--- src/rtl/spike_rate_decoder.sv ---
// spike_rate_decoder
//
// Decodes a rate-coded spike train back into numbers. Spikes are counted over
// fixed, back-to-back windows of WINDOW_CYCLES cycles. Each completed window
// yields a saturating spike count and, optionally, a time-to-first-spike
// offset. Results are delivered through a valid/ready handshake.
//
// Optional feature macro: SPIKE_DECODER_TTFS_EN
//   defined   : the first-spike register is built and ttfs_out reports the
//               offset of the first spike in the window (WINDOW_CYCLES if the
//               window had no spike).
//   undefined : the first-spike logic is removed and ttfs_out is tied to 0.
//
// Ports
//   clk           in   rising-edge clock
//   reset_n       in   asynchronous active-low reset
//   enable        in   1 = decode windows continuously, 0 = abort and idle
//   spike_in      in   spike train, one spike per cycle at 1
//   rate_ready    in   consumer accepts the pending result
//   clear_overrun in   synchronous clear of the sticky overrun flag
//   rate_out      out  spike count of the last completed window
//   ttfs_out      out  first-spike offset of that window
//   rate_valid    out  result pending
//   overrun       out  sticky, a completed result was dropped

module spike_rate_decoder #(
    parameter int unsigned WINDOW_CYCLES = 16,
    parameter int unsigned COUNT_WIDTH   = 8,
    parameter int unsigned TTFS_WIDTH    = $clog2(WINDOW_CYCLES + 1)
) (
    input  logic                   clk,
    input  logic                   reset_n,
    input  logic                   enable,
    input  logic                   spike_in,
    input  logic                   rate_ready,
    input  logic                   clear_overrun,
    output logic [COUNT_WIDTH-1:0] rate_out,
    output logic [TTFS_WIDTH-1:0]  ttfs_out,
    output logic                   rate_valid,
    output logic                   overrun
);

    localparam int unsigned OffW = $clog2(WINDOW_CYCLES);
    localparam logic [OffW-1:0] LastOff = OffW'(WINDOW_CYCLES - 1);

    typedef enum logic [0:0] {
        StIdle,
        StCount
    } state_e;

    state_e                 state_q, state_d;
    logic [OffW-1:0]        offset_q, offset_d;
    logic [COUNT_WIDTH-1:0] acc_q, acc_d;
    // Set on the edge that samples the last offset; the result is registered
    // on the following edge, which is also offset 0 of the next window.
    logic                   done_q, done_d;
    logic [COUNT_WIDTH-1:0] rate_q, rate_d;
    logic                   valid_q, valid_d;
    logic                   overrun_q, overrun_d;

    logic                   win_start;
    logic [COUNT_WIDTH-1:0] acc_base;
    logic                   load_result;
    logic                   overrun_set;

`ifdef SPIKE_DECODER_TTFS_EN
    localparam logic [TTFS_WIDTH-1:0] NoSpike = TTFS_WIDTH'(WINDOW_CYCLES);

    logic [TTFS_WIDTH-1:0] first_q, first_d;
    logic [TTFS_WIDTH-1:0] ttfs_q, ttfs_d;
    logic [TTFS_WIDTH-1:0] first_base;
`endif

    // Window sampling: counters, accumulator and first-spike tracking.
    always_comb begin
        state_d   = state_q;
        offset_d  = offset_q;
        acc_d     = acc_q;
        done_d    = 1'b0;
        // Offset 0 is either the first enabled edge or the wrap edge; the
        // previous count in acc_q is still visible to the result stage there.
        win_start = (state_q == StIdle) || (offset_q == '0);
        acc_base  = win_start ? '0 : acc_q;
`ifdef SPIKE_DECODER_TTFS_EN
        first_d    = first_q;
        first_base = win_start ? NoSpike : first_q;
`endif

        if (enable) begin
            state_d  = StCount;
            acc_d    = (spike_in && (acc_base != '1)) ? acc_base + COUNT_WIDTH'(1)
                                                      : acc_base;
            offset_d = (offset_q == LastOff) ? '0 : offset_q + OffW'(1);
            done_d   = (offset_q == LastOff);
`ifdef SPIKE_DECODER_TTFS_EN
            first_d  = (spike_in && (first_base == NoSpike)) ? TTFS_WIDTH'(offset_q)
                                                            : first_base;
`endif
        end else begin
            // Abort: partial window is discarded, counters held at 0.
            state_d  = StIdle;
            offset_d = '0;
            acc_d    = '0;
`ifdef SPIKE_DECODER_TTFS_EN
            first_d  = '0;
`endif
        end
    end

    // Result register, handshake and overrun.
    always_comb begin
        rate_d      = rate_q;
        valid_d     = valid_q;
        overrun_d   = overrun_q;
        load_result = done_q && (!valid_q || rate_ready);
        overrun_set = done_q && valid_q && !rate_ready;
`ifdef SPIKE_DECODER_TTFS_EN
        ttfs_d      = ttfs_q;
`endif

        if (load_result) begin
            rate_d  = acc_q;
            valid_d = 1'b1;
`ifdef SPIKE_DECODER_TTFS_EN
            ttfs_d  = first_q;
`endif
        end else if (valid_q && rate_ready) begin
            valid_d = 1'b0;
        end

        // Set has priority over clear.
        if (overrun_set) begin
            overrun_d = 1'b1;
        end else if (clear_overrun) begin
            overrun_d = 1'b0;
        end
    end

    always_ff @(posedge clk or negedge reset_n) begin
        if (!reset_n) begin
            state_q   <= StIdle;
            offset_q  <= '0;
            acc_q     <= '0;
            done_q    <= 1'b0;
            rate_q    <= '0;
            valid_q   <= 1'b0;
            overrun_q <= 1'b0;
        end else begin
            state_q   <= state_d;
            offset_q  <= offset_d;
            acc_q     <= acc_d;
            done_q    <= done_d;
            rate_q    <= rate_d;
            valid_q   <= valid_d;
            overrun_q <= overrun_d;
        end
    end

`ifdef SPIKE_DECODER_TTFS_EN
    always_ff @(posedge clk or negedge reset_n) begin
        if (!reset_n) begin
            first_q <= '0;
            ttfs_q  <= '0;
        end else begin
            first_q <= first_d;
            ttfs_q  <= ttfs_d;
        end
    end

    assign ttfs_out = ttfs_q;
`else
    assign ttfs_out = '0;
`endif

    assign rate_out   = rate_q;
    assign rate_valid = valid_q;
    assign overrun    = overrun_q;

endmodule
--- config.mk ---
export PLATFORM = sky130hd
export DESIGN_NAME = spike_rate_decoder
export DESIGN_NICKNAME = d
export VERILOG_FILES = /design/src/rtl/spike_rate_decoder.sv
export SDC_FILE = /design/constraint.sdc
export NUM_CORES = 1
export LEC_CHECK = 0
export ABC_AREA = 1
export CAP_MARGIN = 25
export CORE_MARGIN = 5
export CORE_UTILIZATION = 51
export DETAILED_ROUTE_END_ITERATION = 12
export GPL_ROUTABILITY_DRIVEN = 0
export PLACE_DENSITY = 0.77
export SETUP_SLACK_MARGIN = 0.05
export SYNTH_ARGS = -nofsm -noshare
export SYNTH_HDL_FRONTEND = slang
export SYNTH_SLANG_ARGS = --single-unit
--- constraint.sdc ---
create_clock -name clk -period 2.5 [get_ports clk]
set_input_delay 0.25 -clock clk [delete_from_list [all_inputs] [get_ports clk]]
set_output_delay 0.25 -clock clk [all_outputs]
set_load 0.01 [all_outputs]
==> results of run 1 <==
-- cell type report --
class | count | share of cell area [%]
clock buffer | 4 | 2.54
inverter | 23 | 6.05
multi-input combinational | 99 | 35.8
sequential | 24 | 42.1
tap | 28 | 2.46
timing repair buffer | 16 | 11.1
-- per-layer routing --
metal,vias up,track usage (%)
met5,-,0
met3,7,4.14
met1,457,20.6
li1,489,-
met4,0,6.80
met2,43,24.3
-- flip-flops by register name (all words and copies together) (netlist names) --
name        flops
acc_q           8
done_q          1
offset_q        4
overrun         1
rate_out        8
rate_valid      1
state_q         1
-- logic make-up (layout without fill, tap and decap cells) --
kind of cell,after synthesis,count (layout),synth area share [%]
AO/OA/AOI/OAI,12,12,5.79
adder cells (fa/ha/maj),3,3,3.05
multiplexers,3,3,2.74
XOR/XNOR,1,1,0.712
other,1,5,0.305
AND/OR/NAND/NOR,75,75,27.6
buffers and inverters,31,43,11.0
flip-flops,24,24,48.8
-- layout by cell type (no fill, tap or decap), drive strengths merged --
cell type,instances
a21oi,2
nand2,36
xor2,1
ha,3
nand4,5
nand3b,1
dfrtp,24
inv,23
buf,1
clkbuf,4
nor2,24
conb,5
clkdlybuf4s50,15
a31oi,1
nand3,9
a21bo,1
o22ai,1
o21ai,7
mux2,3
-- power by group --
part,leakage (nW),switching (W),total [W],internal (W)
Combinational,0.397,0.0000465,0.0000746,0.0000281
Clock,0.0210,0.000116,0.000205,0.0000890
Sequential,0.325,0.00000937,0.000408,0.000399
-- path summary, 6_finish.rpt --
path,end,depth (start not counted),slack [ns]
min,rate_out[5],2,0.28
min reg2reg,offset_q[0],1,0.50
max,acc_q[7],12,0.42
max in group asynchronous,acc_q[2],2,1.98
max reg2reg,acc_q[7],12,0.42
min in group clk,offset_q[0],1,0.50
-- stage by stage --
step           cell area (um^2)  std cells
2_1_floorplan              1250        154
4_1_cts                    1430        194
3_5_place_dp               1390        190
3_3_place_gp               1390        190
6_report                   1430        194
5_1_grt                    1430        194
-- synth_stat cells --
library cell  count  area (um^2)
nand2_1          32          120
dfrtp_1          24          601
inv_1            22         82.6
nor2_1           22         82.6
nand3_1           9         45.0
o21ai_0           7         35.0
buf_4             5         37.5
nand4_1           4         25.0
ha_1              3         37.5
mux2_2            3         33.8
nand2_2           3         18.8
clkbuf_1          2         7.51
a21bo_2           1         10.0
a21oi_1           1         5.00
a21oi_2           1         8.76
a31oi_1           1         6.26
buf_1             1         3.75
conb_1            1         3.75
inv_2             1         3.75
nand2_4           1         11.3
nand3b_1          1         7.51
nand4_2           1         12.5
nor2_2            1         6.26
nor2_4            1         11.3
o22ai_1           1         6.26
xor2_1            1         8.76
==> flow_metrics.env, run 1 <==
export IMPL_root_buffer="clkbuf_4"
export IMPL_rows=17
export IMPL_antennaDiodeCount=0
export IMPL_coreArea_um2=2250
export IMPL_drt_wl_total_um=2300
export IMPL_setup_viol=0
export IMPL_route_vias_total=996
export IMPL_seq_area_um2=601
export IMPL_hold_violations=0
export IMPL_critPathMostFrequentCell="nand2_2"
export IMPL_clk_pin_slew_ns=0.14
export IMPL_post_cts_buffers=0
export IMPL_worstPathRequired_ns=2.74
export IMPL_vias_per_cell=5.13
export IMPL_wl_met2_um=1010
export IMPL_synth_cell_types=26
export IMPL_crit_path_max_incr_delay_ns=0.41
export IMPL_finalNetCount=176
export IMPL_start_kind="flop"
export IMPL_crit_path_start="offset_q[0]"
export IMPL_wl_met1_um=1020
export IMPL_ir_drop_v=0.000299
export IMPL_drtAntennaViolNets=0
export IMPL_worstSetupPathType="reg2reg"
export IMPL_worst_hold_path_type="in2async"
export IMPL_die_x_um=59.1
export IMPL_cts_inserted_buffers=3
export IMPL_wl_per_cell_um=11.8
export IMPL_cts_repair_resize_count=0
export IMPL_utilization_pct=63.3
export IMPL_crit_fanout=7
export IMPL_path_buf_inv=2
export IMPL_ys_seq_elements=24
export IMPL_holdWs_ns=0.276
export IMPL_drt_pass1_iter_count=4
export IMPL_postSynthAreaPerCell_um2=8.21
export IMPL_drc=0
export IMPL_syn_to_final_growth_pct=15.9
export IMPL_period_share_pct=83.1
export IMPL_ios=21
export IMPL_clock_fmax_ghz=0.481
export IMPL_syn_inst=150
export IMPL_rr_startpoint="offset_q[0]"
export IMPL_pre_cts_ws_ns=0.449
export IMPL_clk_latency_ns=0.32
export IMPL_crit_slowest_cell="dfrtp_1"
export IMPL_cts_buffer_depth=2
export IMPL_power_leakage_nw=0.743
export IMPL_ctsHoldBuffers=0
export IMPL_drt_iter0_markers=25
export IMPL_path_cells="inv_1, ha_1, nand2_4, nand2_2, nor2_1, ha_1, nand4_2, nor2_2, nand2_2, nand2_2, inv_2, a21oi_2"
export IMPL_grt_overflow=0
export IMPL_drv_cap=0
export IMPL_die_area_um2=3500
export IMPL_fin_crit_ns=2.08
export IMPL_track_usage_pct=15.7
export IMPL_status="finished, final reports clean"
export IMPL_cts_tree="done"
export IMPL_clock_sinks=24
export IMPL_grt_max_degree=25
export IMPL_total_power_w=0.000688
export IMPL_drive_gt1_share_pct=10.8
export IMPL_antenna_found_initial=0
export IMPL_start_util_pct=54.6
export IMPL_drv_slew=0
export IMPL_powerDensity_nw_per_um2=482
export IMPL_synth_area_um2=1230
export IMPL_dp_hpwl_um=1750
export IMPL_finClkSkew_ns=0.0135
export IMPL_die_h_um=59.1
export IMPL_multi_input_area_um2=510
export IMPL_rsz0062_at_grt="false"
export IMPL_endpoint_kind="flop"
export IMPL_htreeDepth=1
export IMPL_path_delay_family="simple AND/OR/NAND/NOR gates"
export IMPL_dr_wl_met3_um=214
export IMPL_finalWorstSetupSlack_ns=0.422
export IMPL_crit_arrival_ns=2.32
export IMPL_ys_seq_area_share_pct=48.8
export IMPL_io_buffers=15
export IMPL_yosysWarnings=0
export IMPL_tns_ns=0
export IMPL_grt_pass1_wl_um=4150
export IMPL_grt_pass1_vias=910
export IMPL_top_layer="met4"
export IMPL_fill_cells=197
(Power assumes the default switching activity.)
==> inputs of run 2 (changes only) <==
==> constraint.sdc (replaced) <==
create_clock -name clk -period 2.2 [get_ports clk]
set_input_delay 0.22 -clock clk [delete_from_list [all_inputs] [get_ports clk]]
set_output_delay 0.22 -clock clk [all_outputs]
set_load 0.01 [all_outputs]
==> flow_metrics.env, run 2 (synthesized netlist as in run 1, its figures left out) <==
export IMPL_status="finished, final reports clean"
export IMPL_crit_fanout=6
export IMPL_wl_met1_um=1040
export IMPL_grt_pass1_vias=910
export IMPL_drc=0
export IMPL_root_buffer="clkbuf_4"
export IMPL_antennaDiodeCount=0
export IMPL_crit_cells=12
export IMPL_drtAntennaViolNets=0
export IMPL_route_vias_total=1032
export IMPL_crit_path_max_incr_delay_ns=0.38
export IMPL_crit_arrival_ns=2.24
export IMPL_clock_fmax_ghz=0.502
export IMPL_powerDensity_nw_per_um2=537
export IMPL_grt_max_degree=25
export IMPL_final_common_cell="nand2_1"
export IMPL_r2r_end="acc_q[7]"
export IMPL_clk_pin_slew_ns=0.14
export IMPL_power_leakage_nw=0.796
export IMPL_path_delay_family="simple AND/OR/NAND/NOR gates"
export IMPL_top_layer="met4"
export IMPL_track_usage_pct=15.7
export IMPL_period_share_pct=90.6
export IMPL_grt_overflow=0
export IMPL_wl_met2_um=1130
export IMPL_cts_tree="done"
export IMPL_layout_common_cells="nand2_1, dfrtp_1, inv_1"
export IMPL_r2r_slack_ns=0.21
export IMPL_drt_wl_total_um=2460
export IMPL_path_cells="inv_1, ha_1, nand2_4, nand2_4, nor2_4, ha_2, nand4_2, nor2_4, nand2_4, nand2_2, inv_2, a21oi_2"
export IMPL_grt_pass1_wl_um=4150
export IMPL_crit_path_start="offset_q[0]"
export IMPL_cts_inserted_buffers=3
export IMPL_htreeDepth=1
export IMPL_dp_hpwl_um=1750
export IMPL_critPathMostFrequentCell="nand2_4"
export IMPL_hold_violations=0
export IMPL_start_kind="flop"
export IMPL_dr_wl_met3_um=231
export IMPL_setup_viol=0
export IMPL_drt_iter0_markers=44
export IMPL_finalNetCount=183
export IMPL_antenna_found_initial=0
export IMPL_worstSetupPathType="reg2reg"
export IMPL_ir_drop_v=0.000346
export IMPL_die_h_um=59.1
export IMPL_endpoint_kind="flop"
export IMPL_clock_sinks=24
export IMPL_wl_per_cell_um=12.2
export IMPL_drive_gt1_share_pct=15.6
export IMPL_worstPathRequired_ns=2.44
export IMPL_syn_to_final_growth_pct=21.7
export IMPL_die_x_um=59.1
export IMPL_rows=17
export IMPL_fin_crit_ns=1.99
export IMPL_ctsHoldBuffers=0
export IMPL_coreArea_um2=2250
export IMPL_path_buf_inv=2
export IMPL_drt_pass1_iter_count=4
export IMPL_cts_buffer_depth=2
export IMPL_r2r_cells=12
export IMPL_drv_slew=0
export IMPL_io_buffers=15
export IMPL_rsz0062_at_grt="false"
export IMPL_start_util_pct=54.6
export IMPL_ios=21
export IMPL_tns_ns=0
export IMPL_clk_latency_ns=0.32
export IMPL_crit_slowest_cell="dfrtp_1"
export IMPL_placed_area_um2=1390
export IMPL_worst_hold_path_type="in2async"
export IMPL_cp_endpoint="acc_q[7]"
export IMPL_final_area_um2=1500
export IMPL_drv_cap=0
export IMPL_finClkSkew_ns=0.0105
export IMPL_vias_per_cell=5.13
export IMPL_die_area_um2=3500
export IMPL_rr_startpoint="offset_q[0]"
## run 2: where the power goes
part	internal (W)	switching (W)	total (W)	leakage, nW
clock network	0.000101	0.000132	0.000233	0.0210
logic	0.0000478	0.0000607	0.000109	0.449
registers	0.000453	0.0000101	0.000463	0.325
total	0.000602	0.000203	0.000805	0.796
## run 2: worst min path at each step
stage           startpoint  depth (start not counted)     endpoint
2_1_floorplan      reset_n                          0     acc_q[0]
3_3_place_gp        done_q                          2   rate_valid
3_5_place_dp   rate_out[0]                          2  rate_out[0]
4_1_cts            reset_n                          2  rate_out[5]
5_1_grt            reset_n                          2     acc_q[3]
6_report           reset_n                          2  rate_out[5]
## run 2: metal layers
metal | GRT usage (%) | vias to the layer above
met5 | 0 | -
met4 | 6.80 | 0
met3 | 4.14 | 8
met2 | 24.3 | 44
met1 | 20.6 | 477
li1 | - | 503
## run 2: cell type report
| type | count | area, um^2 |
|---|---|---|
| clock buffers | 4 | 36.3 |
| fillers | 181 | 756 |
| inverters | 23 | 86.3 |
| multi-input cells | 99 | 531 |
| flip-flops and latches | 24 | 601 |
| well taps | 28 | 35.0 |
| repair buffers | 23 | 210 |
## run 2: stage by stage
| step | power, W | util [%] | worst slack, ns | instances | hold slack, ns |
|---|---|---|---|---|---|
| finish | 0.000805 | 66.5 | 0.206 | 201 | 0.247 |
| global route | 0.000840 | 66.5 | 0.0380 | 201 | 0.280 |
| CTS | 0.000787 | 63.3 | 0.129 | 194 | 0.259 |
| detailed placement | 0.000557 | 61.7 | 0.149 | 190 | 0.478 |
| global placement | 0.000555 | 61.7 | 0.227 | 190 | 0.457 |
| floorplan | 0.000527 | - | 0.329 | 154 | -0.0756 |
## run 2: timing repair
item,4_1_cts,5_1_grt
endpoints found under the setup margin,0,7
gates resized for setup,0,5
endpoints found under the hold margin,0,0
buffers inserted,0,7
==> inputs of run 3 (changes only) <==
--- a/config.mk
+++ b/config.mk
@@ -8,10 +8,10 @@
 export ABC_AREA = 1
 export CAP_MARGIN = 25
 export CORE_MARGIN = 5
-export CORE_UTILIZATION = 51
+export CORE_UTILIZATION = 50
 export DETAILED_ROUTE_END_ITERATION = 12
 export GPL_ROUTABILITY_DRIVEN = 0
-export PLACE_DENSITY = 0.77
+export PLACE_DENSITY = 0.76
 export SETUP_SLACK_MARGIN = 0.05
 export SYNTH_ARGS = -nofsm -noshare
 export SYNTH_HDL_FRONTEND = slang
==> flow_metrics.env, run 3 (synthesized netlist as in run 1, its figures left out) <==
export IMPL_status="finished, final reports clean"
export IMPL_antenna_found_initial=0
export IMPL_dp_hpwl_um=1950
export IMPL_die_h_um=59.6
export IMPL_final_common_cell="nand2_1"
export IMPL_coreArea_um2=2410
export IMPL_utilization_pct=64.2
export IMPL_htreeDepth=1
export IMPL_root_buffer="clkbuf_4"
export IMPL_io_buffers=15
export IMPL_finClkSkew_ns=0.00428
export IMPL_power_leakage_nw=0.791
export IMPL_tns_ns=0
export IMPL_grt_pass1_vias=981
export IMPL_vias_per_cell=5.13
export IMPL_total_power_w=0.000894
export IMPL_multi_input_area_um2=559
export IMPL_clock_fmax_ghz=0.488
export IMPL_fill_cells=186
export IMPL_worstPathRequired_ns=2.46
export IMPL_crit_slowest_cell="dfrtp_1"
export IMPL_finalWorstSetupSlack_ns=0.153
export IMPL_drtAntennaViolNets=0
export IMPL_period_share_pct=93.1
export IMPL_ir_drop_v=0.000373
export IMPL_grt_max_degree=25
export IMPL_ios=21
export IMPL_drt_iter0_markers=57
export IMPL_die_area_um2=3550
export IMPL_ctsHoldBuffers=0
export IMPL_drive_gt1_share_pct=15.6
export IMPL_fin_crit_ns=2.05
export IMPL_drv_cap=0
export IMPL_cts_inserted_buffers=3
export IMPL_route_vias_total=1042
export IMPL_clk_latency_ns=0.32
export IMPL_drc=0
export IMPL_worst_hold_path_type="in2async"
export IMPL_finalNetCount=183
export IMPL_cts_tree="done"
export IMPL_grt_pass1_wl_um=4250
export IMPL_rows=18
export IMPL_start_kind="flop"
export IMPL_die_x_um=59.6
export IMPL_clk_pin_slew_ns=0.13
export IMPL_crit_path_max_incr_delay_ns=0.41
export IMPL_worstSetupPathType="reg2reg"
export IMPL_endpoint_kind="flop"
export IMPL_start_util_pct=51.1
export IMPL_r2r_slack_ns=0.15
export IMPL_drv_slew=0
export IMPL_wl_per_cell_um=13.3
export IMPL_seq_area_um2=601
export IMPL_antennaDiodeCount=0
export IMPL_grt_overflow=0
export IMPL_path_cells="inv_1, ha_1, nand2_4, nand2_4, nor2_4, ha_4, nand4_4, nor2_4, buf_4, nand3_1, nand2_1, nand2_1, nor2_1"
export IMPL_powerDensity_nw_per_um2=578
export IMPL_holdWs_ns=0.231
export IMPL_setup_viol=0
export IMPL_syn_to_final_growth_pct=25.6
export IMPL_hold_violations=0
export IMPL_rsz0062_at_grt="false"
export IMPL_cts_buffer_depth=2
export IMPL_drt_wl_total_um=2700
export IMPL_crit_arrival_ns=2.31
export IMPL_crit_fanout=6
export IMPL_clock_sinks=24
export IMPL_track_usage_pct=15.8
export IMPL_drt_pass1_iter_count=5
export IMPL_pre_cts_ws_ns=0.0894
export IMPL_layout_common_cells="nand2_1, dfrtp_1, inv_1"
run 3: metal layers:
metal,vias to the layer above,share of wire [%],global-route usage [%]
met1,492,40,17.8
met4,0,2.0,7.28
met5,-,0,0
met3,7,5.3,1.09
met2,41,53,29.8
li1,502,-,-
run 3: through the flow:
step / cells / cell area, um^2
2_1_floorplan: 154 / 1250
3_5_place_dp: 192 / 1390
5_1_grt: 203 / 1550
6_report: 203 / 1550
4_1_cts: 196 / 1450
3_3_place_gp: 192 / 1390
run 3: repair_timing:
item / in CTS / in global routing
buffers inserted: 0 / 7
pin swaps: 0 / 3
gates resized for setup: 1 / 8
setup endpoints to repair: 3 / 8
run 3: layout make-up:
type                       instances  area share, %
timing repair buffer              23           13.6
clock inverter                     1           1.94
sequential                        24           38.8
inverter                          23           5.58
clock buffer                       3           1.46
multi-input combinational         99           36.2
tap                               30           2.43
run 3: worst max-delay path: cells and delay by family, from the launching register on:
family,cells,cell delay [ns]
DFF,1,0.41
buffers and inverters,2,0.20
adders and majority gates,2,0.38
and+or+nand+nor,9,0.99
run 3: power by group:
group / leakage (nW) / internal (W) / switching, W / total [W]
registers: 0.325 / 0.000453 / 0.0000109 / 0.000464
logic: 0.438 / 0.0000466 / 0.0000636 / 0.000110
clock network: 0.0279 / 0.000184 / 0.000136 / 0.000320
total: 0.791 / 0.000684 / 0.000210 / 0.000894
run 3: final timing paths:
kind / from / to / cells after the start
max: offset_q[0] / acc_q[4] / 13
min: reset_n / offset_q[3] / 2
min in group clk: clear_overrun / overrun / 2
min reg2reg: rate_out[4] / rate_out[4] / 2
max in group asynchronous: reset_n / rate_out[6] / 2
max reg2reg: offset_q[0] / acc_q[4] / 13
